File: src/rtl/alu.sv
// RV32I integer ALU for OP and OP-IMM instructions.
// Result is registered: one clock of latency, cleared asynchronously by rst (active-low).
module alu (
    input  logic        clk,
    input  logic        rst,
    input  logic [31:0] in1,
    input  logic [31:0] in2,
    input  logic        is_imm,
    input  logic [2:0]  funct3,
    input  logic [6:0]  funct7,
    output logic [31:0] out
);

    logic [31:0] out_d;
    logic [31:0] out_q;
    logic [4:0]  shamt;
    logic        alt;
    logic        unused_funct7;

    assign shamt = in2[4:0];
    assign alt   = funct7[5];

    // Only funct7[5] selects SUB/SRA; the remaining bits are don't-care.
    assign unused_funct7 = ^{funct7[6], funct7[4:0]};

    always_comb begin
        out_d = '0;
        unique case (funct3)
            3'b000: begin
                if (!is_imm && alt) begin
                    out_d = in1 - in2;
                end else begin
                    out_d = in1 + in2;
                end
            end
            3'b001: out_d = in1 << shamt;
            3'b010: out_d = {31'b0, $signed(in1) < $signed(in2)};
            3'b011: out_d = {31'b0, in1 < in2};
            3'b100: out_d = in1 ^ in2;
            3'b101: begin
                // imm[10] aliases funct7[5], so SRAI needs no is_imm term.
                if (alt) begin
                    out_d = $signed(in1) >>> shamt;
                end else begin
                    out_d = in1 >> shamt;
                end
            end
            3'b110: out_d = in1 | in2;
            3'b111: out_d = in1 & in2;
            default: out_d = '0;
        endcase
    end

    always_ff @(posedge clk or negedge rst) begin
        if (!rst) begin
            out_q <= '0;
        end else begin
            out_q <= out_d;
        end
    end

    assign out = out_q;

endmodule

File: config.mk
export PLATFORM = sky130hd
export DESIGN_NAME = alu
export DESIGN_NICKNAME = d
export VERILOG_FILES = /design/src/rtl/alu.sv
export SDC_FILE = /design/constraint.sdc
export NUM_CORES = 1
export LEC_CHECK = 0
export BUFFER_PORTS_ARGS = -buffer_cell sky130_fd_sc_hd__clkbuf_2
export CORE_MARGIN = 4
export CORE_UTILIZATION = 61
export DETAILED_ROUTE_END_ITERATION = 10
export PLACE_DENSITY = 0.91
export SLEW_MARGIN = 20
export SYNTH_ARGS = -nofsm -noshare
export SYNTH_HDL_FRONTEND = slang
export SYNTH_SLANG_ARGS = --single-unit
File: constraint.sdc
create_clock -name clk -period 1.02 [get_ports clk]
set_input_delay 0.204 -clock clk [delete_from_list [all_inputs] [get_ports clk]]
set_output_delay 0.204 -clock clk [all_outputs]
set_load 0.02 [all_outputs]
==> Implementation_results.wiki, run 1 <==
{| class="wikitable"
! Metric !! Value
|-
| Post-synthesis instance area || 0.00951 mm2
|-
| Synth Net Count || approximately 1.5k
|-
| Number of warnings reported in the yosys synthesis log || 0
|-
| Number of hold buffers added after CTS || 1
|-
| Top cells by area, synth || sky130_fd_sc_hd__ha_1 (13%), sky130_fd_sc_hd__dfrtp_1 (8.4%), sky130_fd_sc_hd__a21oi_1 (7.7%)
|-
| Clock Path Buffers || 2
|-
| H-tree depth || 2
|-
| Final GP Congestion || about 1.2
|-
| First error || [ERROR DPL-0033] detailed placement checks failed during check placement.
|-
| Post_cts resized || approximately 280
|-
| I/O pin count || 109
|-
| Share of synthesized flip-flops with an asynchronous set or reset || 100%
|-
| Dominant cell type by area after synthesis || sky130_fd_sc_hd__ha_1
|-
| Share of the synthesized area in the top cell type || 12.8%
|-
| DP Worst Slack || -2160 ps
|-
| Starting density of the core || 62.3%
|-
| Number of distinct library cells after synthesis || 90
|-
| Post-synth EDFFs || 0
|-
| Post-synthesis register bit count || 32
|-
| Placed wire-length estimate after detailed placement || 41400 um
|-
| Count of mapped cells out of synthesis || 1373
|-
| Commonest register cell after synthesis || sky130_fd_sc_hd__dfrtp_1
|-
| Per-instance average area after synthesis || between 6 and 7 um2
|-
| Die width || 133 um
|-
| Number of sinks driven by the clock tree || 32
|-
| Number of buffers inserted to repair setup after CTS || 36
|-
| Outcome || aborted with a tool error
|-
| Total clock buffers created by CTS || 5
|-
| Floorplan row count || between 40 and 50
|-
| Root buffer selected by CTS || sky130_fd_sc_hd__clkbuf_16
|-
| Height of the die || about 130 um
|-
| Halt point of the flow || 4_1_cts
|-
| Sequential-to-total area share from yosys stat || 8.42%
|-
| Input/output buffers || roughly 100
|}
[logic make-up after synthesis]
logic type	count (synthesis)	share of synthesized area, %
compound gates	525	36.3
fa+ha+maj	99	13.2
simple gates	367	17.6
mux	98	12.1
flops	32	8.42
buf+inv	221	9.54
xor+xnor	31	2.86
[cells in the mapped netlist, types with 5 or more instances]
cell type,instances
sky130_fd_sc_hd__clkbuf_1,60
sky130_fd_sc_hd__nor2b_1,20
sky130_fd_sc_hd__mux4_2,12
sky130_fd_sc_hd__o21ai_0,124
sky130_fd_sc_hd__nor3_1,17
sky130_fd_sc_hd__a21oi_1,146
sky130_fd_sc_hd__buf_2,26
sky130_fd_sc_hd__a211oi_1,31
sky130_fd_sc_hd__dfrtp_1,32
sky130_fd_sc_hd__inv_1,107
sky130_fd_sc_hd__nor2_1,125
sky130_fd_sc_hd__xnor2_1,26
sky130_fd_sc_hd__o31ai_1,10
sky130_fd_sc_hd__ha_1,97
sky130_fd_sc_hd__o21ai_1,10
sky130_fd_sc_hd__o211ai_1,21
sky130_fd_sc_hd__a22oi_1,12
sky130_fd_sc_hd__a221o_1,5
sky130_fd_sc_hd__o21a_1,6
sky130_fd_sc_hd__nand4_1,8
sky130_fd_sc_hd__o221ai_1,9
sky130_fd_sc_hd__a31oi_1,17
sky130_fd_sc_hd__nand2b_1,12
sky130_fd_sc_hd__xor2_1,5
sky130_fd_sc_hd__mux2_2,14
sky130_fd_sc_hd__a221oi_1,10
sky130_fd_sc_hd__o22ai_1,9
sky130_fd_sc_hd__o21bai_1,14
sky130_fd_sc_hd__o2111ai_1,5
sky130_fd_sc_hd__nand2_1,119
sky130_fd_sc_hd__nand3_1,27
sky130_fd_sc_hd__nor4_1,5
sky130_fd_sc_hd__buf_4,10
sky130_fd_sc_hd__or3_1,8
sky130_fd_sc_hd__and2_1,9
sky130_fd_sc_hd__mux2i_1,72
sky130_fd_sc_hd__a211o_1,6
sky130_fd_sc_hd__a21o_1,12
sky130_fd_sc_hd__a22o_1,7
sky130_fd_sc_hd__buf_1,11
[per-stage QoR]
step / cell area (um2) / hold slack, ps / instances
global placement: 13400 / 171 / 2027
floorplan: 9740 / -91.6 / 1373
detailed placement: 13400 / 179 / 2027
==> run 2, diff against run 1 <==
CORE_UTILIZATION = 40   (was 61)
PLACE_DENSITY = not set   (was 0.91)
PLACE_DENSITY_LB_ADDON = 0.15   (was not set)
==> Implementation_results.wiki, run 2 <==
{| class="wikitable"
! Metric !! Value
|-
| Share of the synthesized area in the top cell type || 12.8% (unchanged)
|-
| Average wire per cell in the routed design || 22.7 um
|-
| Combined area of the multi-input logic cells || around 0.0095 mm2
|-
| Clock tree from TritonCTS || built
|-
| Time the final worst path needs with I/O delays and setup || 2530 ps
|-
| Number of distinct library cells after synthesis || 90 (unchanged)
|-
| H-tree depth || 2 (unchanged)
|-
| Library cell contributing the largest single delay on the critical path || sky130_fd_sc_hd__a2111oi_4
|-
| Antenna violations before repair || 0
|-
| Die width || 162 um (+22%)
|-
| Final GP Congestion || 1.02 (-17%)
|-
| Placed wire-length estimate after detailed placement || 40100 um (-3.1%)
|-
| Synth Net Count || 1549 (unchanged)
|-
| Height of the die || 162 um (+22%)
|-
| Crit. End Element || flop
|-
| Total Routing Usage GR || 36.0%
|-
| Final core area utilization || 70.1%
|-
| Vias post-DR || 13.2k
|-
| Via-to-Cell Ratio || 5.93
|-
| Crit-path max FO || 4
|-
| Leading cell type in the layout, fill and taps excluded || sky130_fd_sc_hd__buf_4
|-
| Final wirelength || 50600 um
|-
| Biggest cell delay along the critical path || about 430 ps
|-
| Layout Nets || 2087
|-
| Post-synthesis instance area || 0.00951 mm2 (unchanged)
|-
| Number of sinks driven by the clock tree || 32 (unchanged)
|-
| Worst setup margin || -1510 ps
|-
| Share of synthesized flip-flops with an asynchronous set or reset || 100% (unchanged)
|-
| Slew at the pin with the worst max-slew slack || around 680 ps
|-
| Required @ worst endpoint || 1180 ps
|-
| Number of detailed-route iterations in the first pass || 8
|-
| Clk pin slew, worst setup/hold paths || 60 ps
|-
| Max transition margin || 55.0%
|-
| Total clock buffers created by CTS || 5 (unchanged)
|-
| Logic depth of the worst setup path including buffers || 13
|-
| Max FFs per register || 32
|-
| Dominant cell type by area after synthesis || sky130_fd_sc_hd__ha_1
|-
| Setup TNS || -39870 ps
|-
| Number of warnings reported in the yosys synthesis log || 0 (unchanged)
|-
| Violations in the final reports || negative setup slack
|-
| Total grt overflow || 0
|-
| Static leakage || 7.55 nW
|-
| Post-synth EDFFs || 0 (unchanged)
|-
| Gate family responsible for the most delay along the worst path || compound AO/OA/AOI/OAI gates
|-
| Commonest register cell after synthesis || sky130_fd_sc_hd__dfrtp_1
|-
| Final setup fails || 52
|-
| Final routed DRC violation total || 0
|-
| RSZ-0062 raised after global routing || yes
|-
| Post-synthesis register bit count || 32 (unchanged)
|-
| Commonest cells after routing, fill and taps aside || sky130_fd_sc_hd__buf_4 (494), sky130_fd_sc_hd__nand2_1 (112), sky130_fd_sc_hd__nor2_1 (107)
|-
| Outcome || finished, violations left
|-
| Root buffer selected by CTS || sky130_fd_sc_hd__clkbuf_16
|-
| Post-DRT Antenna Nets || 0
|-
| Nature of the critical path startpoint || input pin
|-
| Clock Path Buffers || 2 (unchanged)
|-
| Count of mapped cells out of synthesis || 1373 (unchanged)
|-
| Final hold viol count || 0
|-
| Worst path arrival time || approximately 2700 ps
|-
| Fraction of final layout cells sized beyond drive strength 1 || 49.6%
|-
| Final number of max-transition violations || 0
|-
| Number of max-cap violations || 0
|-
| Drt initial violations || 1384
|-
| Commonest cells in the synthesized netlist || sky130_fd_sc_hd__a21oi_1 (146), sky130_fd_sc_hd__nor2_1 (125), sky130_fd_sc_hd__o21ai_0 (124)
|-
| Register cell area after layout || 801 um2
|-
| WS Path Type || input pin to flop
|-
| Via count of the first global-routing pass || 12.5k
|-
| Number of fill cells || roughly 2.0k
|-
| Share of the clock period used by the worst path after layout || 248%
|-
| Per-instance average area after synthesis || 6.92 um2 (unchanged)
|-
| Min-Delay Path Class || input pin to async pin
|-
| Layout overhead on the synthesized area || 72.7%
|-
| IR Drop Worst-Case VDD || 579 uV
|-
| Floorplan row count || 56 (+24%)
|-
| DP Worst Slack || -1980 ps (+172 ps)
|-
| Standard cell core area || 0.0234 mm2
|-
| Die Outline Area || 0.0263 mm2
|-
| WP buf/inv || 2
|-
| Power per standard cell area || about 790 mW/mm2
|-
| Pin count of the biggest net entering global routing || 53
|-
| Starting density of the core || 40.6% (-22 points)
|-
| Top cells by area, synth || sky130_fd_sc_hd__ha_1 (13%), sky130_fd_sc_hd__dfrtp_1 (8.4%), sky130_fd_sc_hd__a21oi_1 (7.7%)
|-
| Sequential-to-total area share from yosys stat || 8.42% (unchanged)
|-
| I/O pin count || 109 (unchanged)
|-
| First-pass GRT wire length || 73300 um
|-
| Max Freq || 396 MHz
|-
| Most used standard cell by instance count after synthesis || sky130_fd_sc_hd__a21oi_1
|-
| Cell breakdown of the critical path || buf_8, ha_4, inv_2, fa_2, and2b_2, o211ai_4, a211oi_4, o2111ai_4, a2111oi_4, o31a_1, o32a_1, xnor2_1, o21ai_1
|-
| Input/output buffers || 102 (unchanged)
|-
| N_diodes || 0
|}
[run 2: layer usage]
metal / global-route usage, % / wire, um
met5: 0 / 0
met4: 13.5 / 2600
met3: 4.31 / 3980
met2: 56.2 / 22200
met1: 51.0 / 21800
[run 2: timing repair]
item / CTS / global route
setup endpoints to repair: 55 / 59
hold buffers: 1 / 0
gates cloned: 3 / 1
pin swaps: 70 / 106
buffers inserted: 19 / 22
hold endpoints to repair: 32 / 0
resized for setup: 225 / 276
[run 2: final cells by class]
type | instances | share of cell area [%]
Tap cell | 319 | 2.43
Multi-Input combinational cell | 1120 | 57.8
Timing Repair Buffer | 639 | 31.3
Clock inverter | 2 | 0.0762
Clock buffer | 5 | 0.762
Sequential cell | 32 | 4.88
Inverter | 113 | 2.74
[run 2: worst max path at each step]
stage	slack, ps	from	endpoint
CTS	-1490	in1[0]	out[28]$_DFF_PN0_
finish	-1510	in1[0]	out[28]$_DFF_PN0_
floorplan	-1760	in2[1]	out[28]$_DFF_PN0_
global route	-1560	in1[0]	out[28]$_DFF_PN0_
global placement	-1950	in2[0]	out[30]$_DFF_PN0_
detailed placement	-1980	in2[0]	out[30]$_DFF_PN0_
[run 2: cells by family (layout without fill, tap and decap cells)]
logic type,Yosys count,after routing,share of synthesized area (%)
AOI/OAI and AO/OA,525,525,36.3
and+or+nand+nor,367,367,17.6
buffers and inverters,221,759,9.54
adders and majority gates,99,99,13.2
muxes,98,98,12.1
DFF,32,32,8.42
xor gates and xnor gates,31,31,2.86
[run 2: report_power, final]
| group | internal [mW] | total [mW] | leakage (nW) | switching [mW] |
|---|---|---|---|---|
| Clock | 0.890 | 1.59 | 0.0657 | 0.704 |
| Combinational | 4.65 | 9.84 | 7.08 | 5.19 |
| Sequential | 1.44 | 1.57 | 0.407 | 0.138 |
| Total | 6.97 | 13.0 | 7.55 | 6.04 |
[run 2: tightest hold or removal path: cells and delay by family]
kind / cells / cell delay, ps
buffers and inverters: 3 / 850
[run 2: metrics by stage]
step           power [mW]  cell area [um2]  hold slack, ps  instances
2_1_floorplan        5.56             9740           -91.6       1373
3_3_place_gp         9.47            13900             180       2192
4_1_cts              11.9            15300             421       2220
6_report             13.0            16400             409       2230
3_5_place_dp         9.51            13900             185       2192
5_1_grt              13.6            16400             436       2230
Power figures use the tool's default switching activity.
